[config.mk]
export PLATFORM = sky130hd
export DESIGN_NAME = servo_pwm_decoder
export DESIGN_NICKNAME = d
export VERILOG_FILES = /design/src/rtl/servo_pkg.sv /design/src/rtl/pwm_edge_sync.sv /design/src/rtl/servo_pwm_decoder.sv
export SDC_FILE = /design/constraint.sdc
export NUM_CORES = 1
export LEC_CHECK = 0
export ABC_AREA = 1
export CORE_UTILIZATION = 54
export DETAILED_ROUTE_END_ITERATION = 6
export MAX_ROUTING_LAYER = met4
export PLACE_DENSITY = 0.76
export SLEW_MARGIN = 20
export SYNTH_ARGS = -nofsm -noshare
export SYNTH_HDL_FRONTEND = slang
export SYNTH_SLANG_ARGS = --single-unit
[constraint.sdc]
create_clock -name clk -period 2.1 [get_ports clk]
set_clock_uncertainty 0.15 [all_clocks]
set_input_delay 0.315 -clock clk [delete_from_list [all_inputs] [get_ports clk]]
set_output_delay 0.315 -clock clk [all_outputs]
set_load 0.01 [all_outputs]
[src/rtl/servo_pkg.sv]
// rtl/servo_pkg.sv - shared servo PWM constants, direction codes and FSM encoding
package servo_pkg;

    typedef enum logic [1:0] {
        ST_IDLE = 2'd0,
        ST_HIGH = 2'd1,
        ST_LOW  = 2'd2
    } servo_state_t;

    localparam logic [2:0] POS_IZQ    = 3'b100;
    localparam logic [2:0] POS_FRENTE = 3'b010;
    localparam logic [2:0] POS_DER    = 3'b001;

    localparam int HI_W  = 17;
    localparam int PER_W = 21;

    // Defaults at 50 MHz; the servo encoders use the same values.
    localparam logic [HI_W-1:0]  DEF_MIN_W   = 17'd25_000;
    localparam logic [HI_W-1:0]  DEF_MAX_W   = 17'd125_000;
    localparam logic [HI_W-1:0]  DEF_TH_LO   = 17'd62_500;
    localparam logic [HI_W-1:0]  DEF_TH_HI   = 17'd87_500;
    localparam logic [PER_W-1:0] DEF_TIMEOUT = 21'd1_250_000;

    function automatic logic [2:0] pos_of(
        input logic [HI_W-1:0] w,
        input logic [HI_W-1:0] th_lo,
        input logic [HI_W-1:0] th_hi
    );
        if (w < th_lo)
            return POS_IZQ;
        else if (w > th_hi)
            return POS_DER;
        else
            return POS_FRENTE;
    endfunction

endpackage

[src/rtl/pwm_edge_sync.sv]
// rtl/pwm_edge_sync.sv - 2-FF synchronizer with rise/fall strobe detection
module pwm_edge_sync (
    input  logic clk,
    input  logic rst_n,
    input  logic d,
    output logic rise,
    output logic fall,
    output logic level
);

    logic r_sync1;
    logic r_sync2;
    logic r_prev;

    // Reset to "high" so a line already high at reset release is never seen as a rise.
    always_ff @(posedge clk or negedge rst_n) begin
        if (!rst_n) begin
            r_sync1 <= 1'b1;
            r_sync2 <= 1'b1;
            r_prev  <= 1'b1;
        end else begin
            r_sync1 <= d;
            r_sync2 <= r_sync1;
            r_prev  <= r_sync2;
        end
    end

    assign rise  = r_sync2 & ~r_prev;
    assign fall  = ~r_sync2 & r_prev;
    assign level = r_sync2;

endmodule

[src/rtl/servo_pwm_decoder.sv]
// rtl/servo_pwm_decoder.sv - measures servo PWM high time and recovers the direction code
module servo_pwm_decoder
    import servo_pkg::*;
#(
    parameter logic [HI_W-1:0]  MIN_W   = DEF_MIN_W,
    parameter logic [HI_W-1:0]  MAX_W   = DEF_MAX_W,
    parameter logic [HI_W-1:0]  TH_LO   = DEF_TH_LO,
    parameter logic [HI_W-1:0]  TH_HI   = DEF_TH_HI,
    parameter logic [PER_W-1:0] TIMEOUT = DEF_TIMEOUT
) (
    input  logic            clk,
    input  logic            rst_n,
    input  logic            pwm_in,
    output logic [HI_W-1:0] width_cyc,
    output logic [2:0]      pos_code,
    output logic            valid,
    output logic            err,
    output logic            lost
);

    logic w_rise;
    logic w_fall;
    logic w_level;

    pwm_edge_sync u_sync (
        .clk   (clk),
        .rst_n (rst_n),
        .d     (pwm_in),
        .rise  (w_rise),
        .fall  (w_fall),
        .level (w_level)
    );

    servo_state_t     r_state, w_state_nxt;
    logic [HI_W-1:0]  r_hi_cnt, w_hi_nxt;
    logic [PER_W-1:0] r_per_cnt, w_per_nxt;
    logic [HI_W-1:0]  r_width, w_width_nxt;
    logic [2:0]       r_pos, w_pos_nxt;
    logic             r_valid, w_valid_nxt;
    logic             r_err, w_err_nxt;
    logic             r_lost, w_lost_nxt;

    logic [HI_W-1:0]  w_hi_inc;
    logic [PER_W-1:0] w_per_inc;
    logic             w_timeout;
    logic             w_in_range;
    logic             w_unused;

    assign w_hi_inc   = (r_hi_cnt == {HI_W{1'b1}}) ? r_hi_cnt : r_hi_cnt + 1'b1;
    assign w_per_inc  = r_per_cnt + 1'b1;
    assign w_timeout  = (r_per_cnt == TIMEOUT);
    assign w_in_range = (r_hi_cnt >= MIN_W) && (r_hi_cnt <= MAX_W);
    assign w_unused   = w_level;

    always_comb begin
        w_state_nxt = r_state;
        w_hi_nxt    = r_hi_cnt;
        w_per_nxt   = r_per_cnt;
        w_width_nxt = r_width;
        w_pos_nxt   = r_pos;
        w_valid_nxt = 1'b0;
        w_err_nxt   = 1'b0;
        w_lost_nxt  = r_lost;

        case (r_state)
            ST_IDLE: begin
                if (w_rise) begin
                    w_state_nxt = ST_HIGH;
                    w_hi_nxt    = 17'd1;
                    w_per_nxt   = 21'd1;
                end
            end
            ST_HIGH: begin
                // Timeout takes priority over a coincident fall.
                if (w_timeout) begin
                    w_state_nxt = ST_IDLE;
                    w_lost_nxt  = 1'b1;
                end else if (w_fall) begin
                    w_state_nxt = ST_LOW;
                    w_per_nxt   = w_per_inc;
                    if (w_in_range) begin
                        w_width_nxt = r_hi_cnt;
                        w_pos_nxt   = pos_of(r_hi_cnt, TH_LO, TH_HI);
                        w_valid_nxt = 1'b1;
                        w_lost_nxt  = 1'b0;
                    end else begin
                        w_err_nxt   = 1'b1;
                    end
                end else begin
                    w_hi_nxt    = w_hi_inc;
                    w_per_nxt   = w_per_inc;
                end
            end
            ST_LOW: begin
                if (w_timeout) begin
                    w_state_nxt = ST_IDLE;
                    w_lost_nxt  = 1'b1;
                end else if (w_rise) begin
                    w_state_nxt = ST_HIGH;
                    w_hi_nxt    = 17'd1;
                    w_per_nxt   = 21'd1;
                end else begin
                    w_per_nxt   = w_per_inc;
                end
            end
            default: begin
                w_state_nxt = ST_IDLE;
            end
        endcase
    end

    always_ff @(posedge clk or negedge rst_n) begin
        if (!rst_n) begin
            r_state   <= ST_IDLE;
            r_hi_cnt  <= '0;
            r_per_cnt <= '0;
            r_width   <= '0;
            r_pos     <= POS_FRENTE;
            r_valid   <= 1'b0;
            r_err     <= 1'b0;
            r_lost    <= 1'b1;
        end else begin
            r_state   <= w_state_nxt;
            r_hi_cnt  <= w_hi_nxt;
            r_per_cnt <= w_per_nxt;
            r_width   <= w_width_nxt;
            r_pos     <= w_pos_nxt;
            r_valid   <= w_valid_nxt;
            r_err     <= w_err_nxt;
            r_lost    <= w_lost_nxt;
        end
    end

    assign width_cyc = r_width;
    assign pos_code  = r_pos;
    assign valid     = r_valid;
    assign err       = r_err;
    assign lost      = r_lost;

endmodule

==> out/metrics.yaml <==
yosys:
  synth_warnings: 0
  syn_area_per_cell_um2: 7.27
  synth_top_family_by_area: "simple AND/OR/NAND/NOR gates"
  yosysSeqAreaShare: 0.394
  syn_area_um2: 4210
  syn_inst: 579
  synth_cell_types: 45
  ys_ff_latch: 66
  yosys-mux-area-fraction: 0
  syn_nets: 591
  synth_fa_ha_area_frac: 0.0267
  synth_compound_area_frac: 0.0912
  synthXorXnorAreaFrac: 0.0166
  yosys.area_share.simple: 0.365
global_routing:
  grt_max_degree: 25
  grt-ovfl-total: 0
  antenna_found_initial: 0
  grtUsageTotal: 0.280
  grt_pass1_wl_mm: 17.7
  grt_pass1_vias: 3690
placement:
  place_inst: 723
  io_buffers: 25
  place_hpwl_mm: 7.78
  place.gp.congestion: 0.891
  place_area_um2: 4800
detailed_routing:
  drt_iter0_drc: 364
  postRouteAntennaNets: 0
  dr.pass1.iters: 5
  vias_per_cell: 5.44
  wl_per_cell_um: 14.4
  drc: 0
  vias: 4083
  routed_wl_mm: 10.8
final_layout:
  syn_to_final_growth_pct: 24.8
  drive_gt1_frac: 0.219
  final_area_um2: 5260
  stdcell_count: 751
  fill_cells: 551
  insertedDiodeCount: 0
  fin_nets: 659
critical_path:
  startpoint_type: "flip-flop"
  critPathRequiredTime_ns: 2.21
  path_cells: "ha_4 > inv_2 > nor2_4 > nand3_4 > nor4_4 > nand2_2 > nor3_2 > ha_2 > o22ai_1 > nand2_1 > clkinv_2 > nand2_8 > buf_6 > nand2_2 > o31ai_1"
  critical_path_class: "flip-flop to flip-flop"
  cp_common_cell: "nand2_2"
  critical_path_arrival_ns: 2.38
  crit_slowest_cell: "dfrtp_1"
  cpPeakStageDelay_ns: 0.40
  end_kind: "flip-flop"
  cp_max_fo: 7
  rrSetupSlack_ns: -0.18
sta:
  period_share: 1.08
  worst_slack_ns: -0.176
  maxSlewViolCount: 0
  layout_min_cycle_time_ns: 2.28
  maxSlewHeadroom: 0.618
  rsz0062_at_grt: "true"
  finalHoldViolCount: 0
  worst_slew_pin_slew_ns: 0.572
  clock.fmax_mhz: 439
  setup_viol_count_final: 33
die:
  ios: 26
  core_um2: 7410
  dieArea_um2: 8160
  die_h_um: 90.3
  initial_core_util: 0.568
  rows: 31
  die_w_um: 90.3
clock_tree:
  tritoncts: "yes"
  root_buffer: "clkbuf_8"
  cts_max_path_buffers: 2
  cts_inserted_buffers: 9
  h-tree-depth: 3
  clkTransAtPathRegs_ns: 0.07
  cts_sinks: 66
  clk-insertion-delay-late_ns: 0.35
job:
  maxCapViolations: 0
outcome:
  violations: "setup timing"
  status: "finished, violations left"
power_and_ir_drop:
  power.leakage_nw: 2.38
  p_per_area_nw_per_um2: 749
  vdd_ir_drop_max_mv: 0.752
worst_hold_path:
  hp-class: "flip-flop to flip-flop"
[synthesized netlist by cell type, drive strengths merged]
| cell type | n | area, um2 |
|---|---|---|
| nor3b | 2 | 25.0 |
| o31ai | 7 | 52.6 |
| nor4 | 3 | 25.0 |
| dfstp | 5 | 131 |
| and2 | 1 | 8.76 |
| o221ai | 1 | 8.76 |
| o211ai | 2 | 15.0 |
| ha | 9 | 113 |
| clkbuf | 3 | 15.0 |
| nor2 | 62 | 288 |
| nand4 | 20 | 125 |
| nand2b | 1 | 6.26 |
| o22ai | 1 | 6.26 |
| a31o | 1 | 8.76 |
| inv | 72 | 273 |
| buf | 19 | 153 |
| a21oi | 24 | 131 |
| xor2 | 7 | 61.3 |
| nand2 | 180 | 701 |
| clkinv | 2 | 7.51 |
| xnor2 | 1 | 8.76 |
| nor3 | 19 | 100 |
| o21a | 1 | 7.51 |
| a22oi | 1 | 12.5 |
| o21bai | 2 | 15.0 |
| o21ai | 24 | 120 |
| a31oi | 1 | 6.26 |
| nand3 | 46 | 253 |
| dfrtp | 61 | 1530 |
| nand3b | 1 | 7.51 |
[power breakdown]
part           internal [mW]  total (mW)  switching, mW
clock                  0.493       0.981          0.488
combinational          0.600        1.55          0.953
sequential              1.34        1.40         0.0654
[flip-flops by register name, summed over array words and instances (netlist names), 2 cells and up]
name       flops
pos_code       3
r_state        2
r_hi_cnt      17
width_cyc     17
r_per_cnt     21
[cell families after synthesis]
| logic type | count (synthesis) |
|---|---|
| DFF | 66 |
| and+or+nand+nor | 335 |
| xor gates and xnor gates | 8 |
| adders and majority gates | 9 |
| AOI/OAI and AO/OA | 65 |
| buffers and inverters | 96 |
[stage by stage]
| step | worst slack [ns] | setup TNS [ns] | hold slack (ns) | util | power, mW |
|---|---|---|---|---|---|
| final | -0.176 | -3.14 | 0.210 | 0.710 | 3.94 |
| after global routing | -0.337 | -7.04 | 0.212 | 0.710 | 4.13 |
| after CTS | -0.122 | -1.50 | 0.210 | 0.679 | 3.73 |
| after detailed placement | -0.203 | -3.14 | 0.192 | 0.648 | 2.73 |
| after global placement | -0.125 | -1.63 | 0.194 | 0.648 | 2.70 |
| after floorplan | -0.162 | -2.48 | -0.131 | - | 2.32 |
[final cells by class]
class                           count  area (um2)  share of cell area
Timing Repair Buffer               79         752               0.143
Tap cell                           99         124              0.0236
Multi-Input combinational cell    417        2250               0.427
Inverter                           74         300              0.0571
Sequential cell                    66        1660               0.316
Clock buffer                       14         163              0.0309
Clock inverter                      2        12.5             0.00238
[layout by cell type (no fill, tap or decap), types with 3 or more instances in the layout]
master and count:
dfstp_2 5, nor3_1 16, nand4_1 20, nor3_2 3, ha_4 3, nor2_4 5
o31ai_1 5, nand2_2 17, clkbuf_1 3, o21ai_1 12, clkdlybuf4s50_1 24, nand3_1 42
nor2_1 47, a21oi_1 23, buf_4 41, buf_12 3, nand2_1 160, dfrtp_1 60
nor2_2 10, clkbuf_8 11, inv_1 59, buf_6 7, inv_2 8, o21ai_0 11
xor2_1 7, ha_1 5
[layer usage]
metal / up-vias / wire length [um] / track usage
li1: 2006 / - / -
met1: 1909 / 5060 / 0.403
met2: 157 / 4820 / 0.408
met3: 11 / 864 / 0.0438
met4: 0 / 94 / 0.0847
met5: - / 0 / -
[worst paths after layout]
kind                                start            end  cells past startpoint
setup / recovery              r_hi_cnt[1]    r_hi_cnt[4]                     15
hold / removal             u_sync.r_sync1   u_sync.level                      0
setup reg to reg              r_hi_cnt[1]    r_hi_cnt[4]                     15
hold reg to reg            u_sync.r_sync1   u_sync.level                      0
max in group asynchronous           rst_n           lost                      3
min in group asynchronous           rst_n  width_cyc[14]                      2
[critical path: cells and delay by family (launching register included)]
kind | cells | cell delay (ns)
AO/OA/AOI/OAI | 2 | 0.13
AND/OR/NAND/NOR | 8 | 0.87
adder cells (fa/ha/maj) | 2 | 0.34
flip-flops | 1 | 0.40
buffers and inverters | 3 | 0.28
[timing repair]
item / CTS / global route
endpoints found under the setup margin: 17 / 57
buffers inserted: 2 / 7
gates resized for setup: 7 / 42
endpoints found under the hold margin: 21 / 0
hold buffers: 1 / 0
gates cloned: 0 / 3
pin swaps: 2 / 5
Note: power is estimated with default switching activity, not from simulation.
